==> config.mk <==
export PLATFORM = sky130hd
export DESIGN_NAME = lsu_biu_flat
export DESIGN_NICKNAME = d
export VERILOG_FILES = /design/src/rtl/lsu_biu_if.sv /design/src/rtl/lsu_biu.sv /design/src/flat_wrapper.sv
export SDC_FILE = /design/constraint.sdc
export NUM_CORES = 1
export LEC_CHECK = 0
export ABC_AREA = 1
export CAP_MARGIN = 15
export CORE_MARGIN = 2
export CORE_UTILIZATION = 35
export CTS_BUF_LIST = sky130_fd_sc_hd__clkbuf_8
export DETAILED_ROUTE_END_ITERATION = 10
export HOLD_SLACK_MARGIN = 0.15
export PLACE_DENSITY = 0.69
export RECOVER_POWER = 50
export SETUP_SLACK_MARGIN = 0.1
export SYNTH_ARGS = -nofsm -noshare
export SYNTH_HDL_FRONTEND = slang
export SYNTH_SLANG_ARGS = --single-unit
==> constraint.sdc <==
create_clock -name clk -period 3 [get_ports clk]
set_input_delay 0.6 -clock clk [delete_from_list [all_inputs] [get_ports clk]]
set_output_delay 0.6 -clock clk [all_outputs]
set_load 0.01 [all_outputs]
==> src/rtl/lsu_biu_if.sv <==
// Load/store unit bus bundle: CPU request/response channels plus the byte-lane RAM port.
// Latency: none, wires only.
// Backpressure: req_valid/req_ready on the request side, rsp_valid/rsp_ready on the response side.
// Ports: req_* (CPU -> unit), rsp_* (unit -> CPU), ram_* (unit <-> data RAM).
// modport slave: the lsu_biu side; modport master: the CPU/RAM environment side.
interface lsu_biu_if #(
   parameter int ADDR_W = 32
);
   logic              req_valid;
   logic              req_ready;
   logic              req_we;
   logic [ADDR_W-1:0] req_addr;
   logic [1:0]        req_size;
   logic              req_unsigned;
   logic [31:0]       req_wdata;
   logic              rsp_valid;
   logic              rsp_ready;
   logic [31:0]       rsp_rdata;
   logic              rsp_err;
   logic              ram_wr_en;
   logic [ADDR_W-1:0] ram_addr;
   logic [3:0]        ram_addr_sel;
   logic [31:0]       ram_wr_data;
   logic [31:0]       ram_data_in;

   modport slave (
      input  req_valid, req_we, req_addr, req_size, req_unsigned, req_wdata,
      output req_ready,
      output rsp_valid, rsp_rdata, rsp_err,
      input  rsp_ready,
      output ram_wr_en, ram_addr, ram_addr_sel, ram_wr_data,
      input  ram_data_in
   );

   modport master (
      output req_valid, req_we, req_addr, req_size, req_unsigned, req_wdata,
      input  req_ready,
      input  rsp_valid, rsp_rdata, rsp_err,
      output rsp_ready,
      input  ram_wr_en, ram_addr, ram_addr_sel, ram_wr_data,
      output ram_data_in
   );
endinterface

==> src/rtl/lsu_biu.sv <==
// Load/store bus interface unit: size/offset to RAM byte lanes, store data lane shift, load extension.
// Latency: aligned = 1 RAM beat, response from cycle 2; split = 2 beats, response from cycle 3.
// Backpressure: req_ready only in IDLE; response held in RESP until rsp_ready.
// Ports: clk, rst_n (async active-low), bus (lsu_biu_if.slave: req_*, rsp_*, ram_*).
// Build option: define LSU_MISALIGN_SPLIT_EN to split word-crossing accesses into two beats;
// without it such accesses complete with rsp_err and no RAM access.
module lsu_biu #(
   parameter int ADDR_W = 32
) (
   input  logic      clk,
   input  logic      rst_n,
   lsu_biu_if.slave  bus
);

   typedef enum logic [1:0] {IDLE = 2'd0, BEAT0 = 2'd1, BEAT1 = 2'd2, RESP = 2'd3} state_t;

   state_t            state_q, state_d;
   logic              we_q, we_d;
   logic [ADDR_W-1:0] addr_q, addr_d;
   logic [1:0]        size_q, size_d;
   logic              uns_q, uns_d;
   logic [31:0]       wdata_q, wdata_d;
   logic [31:0]       lo_q, lo_d;
   logic [31:0]       hi_q, hi_d;
   logic              err_q, err_d;

   // 8-byte lane mask across two consecutive words: bits [3:0] beat0, [7:4] beat1.
   function automatic logic [7:0] lane_mask(input logic [1:0] size, input logic [1:0] off);
      logic [7:0] m;
      case (size)
         2'b00:   m = 8'h01;
         2'b01:   m = 8'h03;
         default: m = 8'h0F;
      endcase
      return m << off;
   endfunction

   logic [7:0]        mask_q;
   logic              req_bad;
   logic [4:0]        lane_sh;
   logic [63:0]       wdata64;
   logic [31:0]       rd_word;
   logic [31:0]       load_ext;
   logic [ADDR_W-1:0] beat0_addr;
   logic [ADDR_W-1:0] beat1_addr;

   assign mask_q  = lane_mask(size_q, addr_q[1:0]);
   assign lane_sh = {addr_q[1:0], 3'b000};
   assign wdata64 = {32'd0, wdata_q} << lane_sh;
   assign rd_word = 32'({hi_q, lo_q} >> lane_sh);
   assign beat0_addr = {addr_q[ADDR_W-1:2], 2'b00};
   assign beat1_addr = beat0_addr + ADDR_W'(4);  // wraps at the top of the address space

`ifdef LSU_MISALIGN_SPLIT_EN
   assign req_bad = (bus.req_size == 2'b11);
`else
   logic [7:0] req_mask;
   assign req_mask = lane_mask(bus.req_size, bus.req_addr[1:0]);
   assign req_bad  = (bus.req_size == 2'b11) || (req_mask[7:4] != 4'd0);
`endif

   always_comb begin
      load_ext = rd_word;
      case (size_q)
         2'b00:   load_ext = uns_q ? {24'd0, rd_word[7:0]}  : {{24{rd_word[7]}},  rd_word[7:0]};
         2'b01:   load_ext = uns_q ? {16'd0, rd_word[15:0]} : {{16{rd_word[15]}}, rd_word[15:0]};
         default: load_ext = rd_word;
      endcase
   end

   always_comb begin
      state_d  = state_q;
      we_d     = we_q;
      addr_d   = addr_q;
      size_d   = size_q;
      uns_d    = uns_q;
      wdata_d  = wdata_q;
      lo_d     = lo_q;
      hi_d     = hi_q;
      err_d    = err_q;
      bus.req_ready    = 1'b0;
      bus.rsp_valid    = 1'b0;
      bus.rsp_rdata    = 32'd0;
      bus.rsp_err      = 1'b0;
      bus.ram_wr_en    = 1'b0;
      bus.ram_addr     = '0;
      bus.ram_addr_sel = 4'd0;
      bus.ram_wr_data  = 32'd0;
      case (state_q)
         IDLE: begin
            bus.req_ready = 1'b1;
            if (bus.req_valid) begin
               we_d    = bus.req_we;
               addr_d  = bus.req_addr;
               size_d  = bus.req_size;
               uns_d   = bus.req_unsigned;
               wdata_d = bus.req_wdata;
               lo_d    = 32'd0;
               hi_d    = 32'd0;
               err_d   = req_bad;
               state_d = req_bad ? RESP : BEAT0;
            end
         end
         BEAT0: begin
            bus.ram_addr     = beat0_addr;
            bus.ram_addr_sel = mask_q[3:0];
            bus.ram_wr_en    = we_q;
            bus.ram_wr_data  = wdata64[31:0];
            if (!we_q) lo_d = bus.ram_data_in;
`ifdef LSU_MISALIGN_SPLIT_EN
            state_d = (mask_q[7:4] != 4'd0) ? BEAT1 : RESP;
`else
            state_d = RESP;
`endif
         end
         BEAT1: begin
            bus.ram_addr     = beat1_addr;
            bus.ram_addr_sel = mask_q[7:4];
            bus.ram_wr_en    = we_q;
            bus.ram_wr_data  = wdata64[63:32];
            if (!we_q) hi_d = bus.ram_data_in;
            state_d = RESP;
         end
         RESP: begin
            bus.rsp_valid = 1'b1;
            bus.rsp_err   = err_q;
            bus.rsp_rdata = (err_q || we_q) ? 32'd0 : load_ext;
            if (bus.rsp_ready) state_d = IDLE;
         end
         default: state_d = IDLE;
      endcase
   end

   always_ff @(posedge clk or negedge rst_n) begin
      if (!rst_n) begin
         state_q <= IDLE;
         we_q    <= 1'b0;
         addr_q  <= '0;
         size_q  <= 2'b00;
         uns_q   <= 1'b0;
         wdata_q <= 32'd0;
         lo_q    <= 32'd0;
         hi_q    <= 32'd0;
         err_q   <= 1'b0;
      end else begin
         state_q <= state_d;
         we_q    <= we_d;
         addr_q  <= addr_d;
         size_q  <= size_d;
         uns_q   <= uns_d;
         wdata_q <= wdata_d;
         lo_q    <= lo_d;
         hi_q    <= hi_d;
         err_q   <= err_d;
      end
   end

endmodule

==> src/flat_wrapper.sv <==
// flat-port wrapper written by rule: the top's interface ports become plain ports
module lsu_biu_flat 
#(
   parameter int ADDR_W = 32
)
  (clk, rst_n, bus_req_valid, bus_req_we, bus_req_addr, bus_req_size, bus_req_unsigned, bus_req_wdata, bus_req_ready, bus_rsp_valid, bus_rsp_rdata, bus_rsp_err, bus_rsp_ready, bus_ram_wr_en, bus_ram_addr, bus_ram_addr_sel, bus_ram_wr_data, bus_ram_data_in);
  lsu_biu_if #(.ADDR_W(ADDR_W)) bus_i ();
  input  logic clk;
  input  logic rst_n;
  input wire logic [$bits(bus_i.req_valid)-1:0] bus_req_valid;
  input wire logic [$bits(bus_i.req_we)-1:0] bus_req_we;
  input wire logic [$bits(bus_i.req_addr)-1:0] bus_req_addr;
  input wire logic [$bits(bus_i.req_size)-1:0] bus_req_size;
  input wire logic [$bits(bus_i.req_unsigned)-1:0] bus_req_unsigned;
  input wire logic [$bits(bus_i.req_wdata)-1:0] bus_req_wdata;
  output wire logic [$bits(bus_i.req_ready)-1:0] bus_req_ready;
  output wire logic [$bits(bus_i.rsp_valid)-1:0] bus_rsp_valid;
  output wire logic [$bits(bus_i.rsp_rdata)-1:0] bus_rsp_rdata;
  output wire logic [$bits(bus_i.rsp_err)-1:0] bus_rsp_err;
  input wire logic [$bits(bus_i.rsp_ready)-1:0] bus_rsp_ready;
  output wire logic [$bits(bus_i.ram_wr_en)-1:0] bus_ram_wr_en;
  output wire logic [$bits(bus_i.ram_addr)-1:0] bus_ram_addr;
  output wire logic [$bits(bus_i.ram_addr_sel)-1:0] bus_ram_addr_sel;
  output wire logic [$bits(bus_i.ram_wr_data)-1:0] bus_ram_wr_data;
  input wire logic [$bits(bus_i.ram_data_in)-1:0] bus_ram_data_in;
  assign bus_i.req_valid = bus_req_valid;
  assign bus_i.req_we = bus_req_we;
  assign bus_i.req_addr = bus_req_addr;
  assign bus_i.req_size = bus_req_size;
  assign bus_i.req_unsigned = bus_req_unsigned;
  assign bus_i.req_wdata = bus_req_wdata;
  assign bus_req_ready = bus_i.req_ready;
  assign bus_rsp_valid = bus_i.rsp_valid;
  assign bus_rsp_rdata = bus_i.rsp_rdata;
  assign bus_rsp_err = bus_i.rsp_err;
  assign bus_i.rsp_ready = bus_rsp_ready;
  assign bus_ram_wr_en = bus_i.ram_wr_en;
  assign bus_ram_addr = bus_i.ram_addr;
  assign bus_ram_addr_sel = bus_i.ram_addr_sel;
  assign bus_ram_wr_data = bus_i.ram_wr_data;
  assign bus_i.ram_data_in = bus_ram_data_in;
  lsu_biu #(.ADDR_W(ADDR_W)) u_core (.clk(clk), .rst_n(rst_n), .bus(bus_i));
endmodule
Word-level counts from Yosys, hierarchy flattened
Index checks and enable logic that the tools add are counted.
{"block": "classes", "add_sub_neg": 1, "eq_ne": 10, "shift": 4, "mux": 22, "reduce_logical": 13}
{"operator": "one-hot mux 32 bit (2 select lines)", "n": 5}
{"operator": "2-to-1 mux 32 bit", "n": 6}
{"operator": "left shift 32 x 5 -> 64 bit", "n": 1}
{"operator": ">> shifter 64 x 5 -> 32 bit", "n": 1}
{"operator": "adder 32 x 3 -> 32 bit, second input constant", "n": 1}
{"operator": "one-hot mux 4 bit (2 select lines)", "n": 3}
{"operator": "left shift 4 x 2 -> 8 bit", "n": 2}
{"operator": "inequality test 2 bit, second input constant", "n": 4}
{"operator": "== test 2 x 1 -> 1 bit, second input constant", "n": 3}
{"operator": "== test 2 bit, second input constant", "n": 3}
{"operator": "zero test 2 bit", "n": 3}
{"operator": "2-to-1 mux 2 bit", "n": 3}
{"operator": "one-hot mux 2 bit (3 select lines)", "n": 1}
{"operator": "AND reduction 3 bit", "n": 2}
{"operator": "2-to-1 mux 1 bit", "n": 4}
{"operator": "AND reduction 2 bit", "n": 2}
{"operator": "nonzero test 2 bit", "n": 2}
{"operator": "nonzero test 4 bit", "n": 1}
{"operator": "logical OR 1 bit", "n": 2}
{"operator": "OR reduction 2 bit", "n": 1}
{"block": "word_totals", "ff_bits": 135, "input_bits": 104}

Logic depth before layout (Yosys ltp)
{"block": "depth", "ltp_word": 8, "mapped_depth": 9, "depth_no_buf": 9}

Worst setup path after synthesis
OpenSTA, ideal clock, no wires.
{"block": "synth_timing", "kind": "reg-to-output", "from": "register u_core.state_q[0]", "to": "output port bus_ram_addr[4]", "arrival_ps": 1603, "required_ps": 2400, "path_slack_ps": 797, "stages_incl_launch_ff": 9, "cell_sequence": "dfrtp_1 inv_1 ha_1 buf_2 nand2_1 inv_1 buf_2 nand2_1 o21ai_0"}
{"block": "synth_between", "elab_chain_cells": 2}
{"item": "start: declaration", "line": "lsu_biu.sv:17", "text": "state_t state_q, state_d;"}
{"item": "start signal: assignment", "line": "lsu_biu.sv:146", "text": "state_q <= state_d;"}
{"item": "== test 2 bit / == test 2 x 1 -> 1 bit (equally long branches)", "line": "lsu_biu.sv:89", "text": "case (state_q)"}
{"item": "one-hot mux 32 bit (2 select lines) (*)", "line": "lsu_biu.sv:89"}
{"item": "end: declaration", "line": "flat_wrapper.sv:22", "text": "output wire logic [$bits(bus_i.ram_addr)-1:0] bus_ram_addr;"}
Every way passes the cells marked *; elsewhere a longest branch is shown, timed or not.

Worst setup path after layout
{"block": "layout_timing", "from": "register u_core.addr_q[0]", "to": "output port bus_rsp_rdata[23]"}
{"block": "layout_between", "elab_chain_cells": 5}
{"item": "start: declaration", "line": "lsu_biu.sv:19", "text": "logic [ADDR_W-1:0] addr_q, addr_d;"}
{"item": "start signal: assignment", "line": "lsu_biu.sv:148", "text": "addr_q <= addr_d;"}
{"item": ">> shifter 64 x 5 -> 32 bit (*)", "line": "lsu_biu.sv:50", "text": "assign rd_word = 32'({hi_q, lo_q} >> lane_sh);"}
{"item": "2-to-1 mux 32 bit, on equally long branches", "line": "lsu_biu.sv:66, lsu_biu.sv:65"}
{"item": "one-hot mux 32 bit (2 select lines) (*)", "line": "lsu_biu.sv:64", "text": "case (size_q)"}
{"item": "2-to-1 mux 32 bit (*)", "line": "lsu_biu.sv:127", "text": "bus.rsp_rdata = (err_q || we_q) ? 32'd0 : load_ext;"}
{"item": "2-to-1 mux 32 bit (*)", "line": "lsu_biu.sv:89"}
{"item": "end: declaration", "line": "flat_wrapper.sv:18", "text": "output wire logic [$bits(bus_i.rsp_rdata)-1:0] bus_rsp_rdata;"}
Marked as above.

==> metrics.yaml <==
status:
  status: "complete, no violations"
timing:
  finClkSkew_ns: 0.0149
  layout_min_cycle_time_ns: 2.92
  rsz0062_at_grt: "yes"
  drv_slew: 0
  whs_ns: 0.419
  worst_pin_slew_ns: 1.44
  hold_viol: 0
  relSlewSlack_pct: 3.80
  max_freq_mhz: 343
  fin_crit_sh_pct: 97.2
  setup_viol: 0
routing:
  drt-total-wl_mm: 30.6
  wl_met3_mm: 2.82
  vias: 9162
  routed_via_density: 5.22
  wl_per_cell_um: 17.5
  met1_length_mm: 13.0
  ant_nets: 0
  firstDrtPassIters: 6
  drt_iter0_markers: 695
  drc_errors: 0
  top_layer: "met5"
  met2_length_mm: 13.9
min_path:
  min_path_type: "input port to asynchronous set/reset pin"
yosys:
  ys_seq_area_share_pct: 38.1
  syn_avg_cell_area_um2: 7.08
  ys.flop_type: "dfrtp_1"
  yosys_warnings: 0
  synth_edf_count: 0
  netlist_area_um2: 8350
  ys_seq_elements: 127
  syn_inst: 1180
  ys_types: 40
  async_flop_share_pct: 100
global_route:
  grt_util_all_layers_pct: 24.1
  grt_pass1_wl_mm: 46.4
  antenna_found_initial: 3
  first_global_vias: 8552
  grt_max_degree: 65
  gr-total-overflow: 0
clock_network:
  cts_tree: "built"
  clkLatencyLatePin_ns: 0.47
  path_clk_slew_ns: 0.08
  cts_root_buf: "clkbuf_8"
  cts_inserted_buffers: 17
  ctsHtreeMaxLevel: 4
  cts_num_sinks: 127
  hold_buffers: 0
  clockBufferDepth: 2
floorplan:
  io_pins: 208
  die_w_um: 158
  fp.coreArea_um2: 23500
  die-area_um2: 25100
  row_count: 56
  start_util_pct: 35.6
  die_h_um: 158
worst_setup_path:
  end_kind: "primary output"
  worstPathRequired_ns: 2.40
  crit_type: "flop to primary output"
  cp.arrival_ns: 2.32
  worst-path-max-fanout: 9
  worstSetupStartpointType: "flop"
power_and_ir_drop:
  power_density_nw_per_um2: 1070
  finalPower_mw: 12.7
  peakVddDrop_mv: 0.480
  p_leak_nw: 5.55
place:
  portBuffers: 205
  dp_hpwl_mm: 21.3
  place_congestion: 0.963
  dp.cells: 1670
layout:
  mostFrequentLayoutCells: "nand2_1, o21ai_0, nor2_1, dfrtp_1, inv_1"
  syn_to_final_growth_pct: 42.4
  insertedDiodeCount: 0
  layout.cells.non_filler: 1754
  drive_above_1_share_pct: 19.0
  final_common_cell: "nand2_1"
  nNetsFinal: 1533
run:
  drv_cap: 0
worst paths after layout:
| path | startpoint | to | slack [ns] | depth (start not counted) |
|---|---|---|---|---|
| max reg2reg | u_core.state_q[1] | u_core.addr_q[25] | 0.39 | 5 |
| max in group asynchronous | rst_n | u_core.addr_q[0] | 0.78 | 2 |
| min reg2reg | u_core.size_q[0] | u_core.size_q[0] | 0.49 | 2 |
| min in group clk | u_core.size_q[0] | u_core.size_q[0] | 0.49 | 2 |
| min | rst_n | u_core.addr_q[16] | 0.42 | 1 |
| max | u_core.addr_q[0] | bus_rsp_rdata[23] | 0.08 | 10 |
layer usage:
metal / up-vias / GRT usage (%)
met4: 4 / 9.48
li1: 4402 / -
met3: 72 / 7.00
met5: - / 0
met2: 414 / 36.9
met1: 4270 / 32.1
final cells by class:
type	instances	area (um^2)
Tap cell	319	399
Clock inverter	15	194
Clock buffer	17	234
Inverter	116	449
Sequential cell	127	3200
Fill cell	2291	11600
Timing Repair Buffer	294	2780
Multi-Input combinational cell	866	4630
through the flow:
step | setup TNS (ns) | worst slack, ns | util [%] | cell area (um^2)
detailed placement | 0 | 0.0772 | 46.1 | 10800
finish | 0 | 0.0829 | 50.7 | 11900
floorplan | 0 | 0.797 | - | 8350
CTS | -0.699 | -0.134 | 49.8 | 11700
global placement | 0 | 0.0143 | 46.1 | 10800
global route | -0.0154 | -0.0154 | 50.7 | 11900
Yosys cell counts, types with 9 or more instances:
cell / count / share of area (%)
a21oi_1: 115 / 6.9
a31oi_1: 16 / 1.2
buf_2: 35 / 2.1
clkbuf_1: 23 / 1.0
dfrtp_1: 127 / 38
inv_1: 111 / 5.0
mux2_2: 40 / 5.4
nand2_1: 249 / 11
nand3_1: 80 / 4.8
nand4_1: 10 / 0.75
nor2_1: 131 / 5.9
nor3_1: 10 / 0.60
o211ai_1: 9 / 0.81
o21ai_0: 150 / 9.0
power breakdown:
| group | internal (mW) | switching (mW) | total (mW) |
|---|---|---|---|
| Clock | 0.902 | 0.743 | 1.65 |
| Combinational | 3.12 | 4.63 | 7.75 |
| Sequential | 2.54 | 0.739 | 3.28 |
flip-flops by register name (all words and copies together), names as in the netlist:
| register | flops |
|---|---|
| u_core.size_q | 2 |
| u_core.hi_q | 24 |
| u_core.we_q | 1 |
| u_core.state_q | 2 |
| u_core.addr_q | 32 |
| u_core.uns_q | 1 |
| u_core.wdata_q | 32 |
| u_core.lo_q | 32 |
| u_core.err_q | 1 |
critical path: stages (launching register included):
cell and delay [ns]:
dfrtp_4 0.49, buf_12 0.14, nand2_1 0.08, o21ai_2 0.07
nand2_2 0.09, nand3_4 0.17, nand3_4 0.14, nand3_4 0.14
buf_4 0.18, nor2_1 0.07, dlygate4sd2_1 0.28
cells by family (layout without fill, tap and decap cells):
group           count (synthesis)  in the layout  synth area share [%]
mux                            40             40                  5.39
other cells                     1              2                0.0449
simple gates                  503            505                  25.6
buf+inv                       190            442                  9.86
fa+ha+maj                       7              7                  1.05
flops                         127            127                  38.1
compound gates                312            312                  19.9
timing repair:
action	CTS	global route
cloned	3	1
hold endpoints to repair	0	0
buffers inserted	31	17
pin swaps	12	12
resized for setup	159	87
endpoints found under the setup margin	97	53
(Power assumes the default switching activity.)
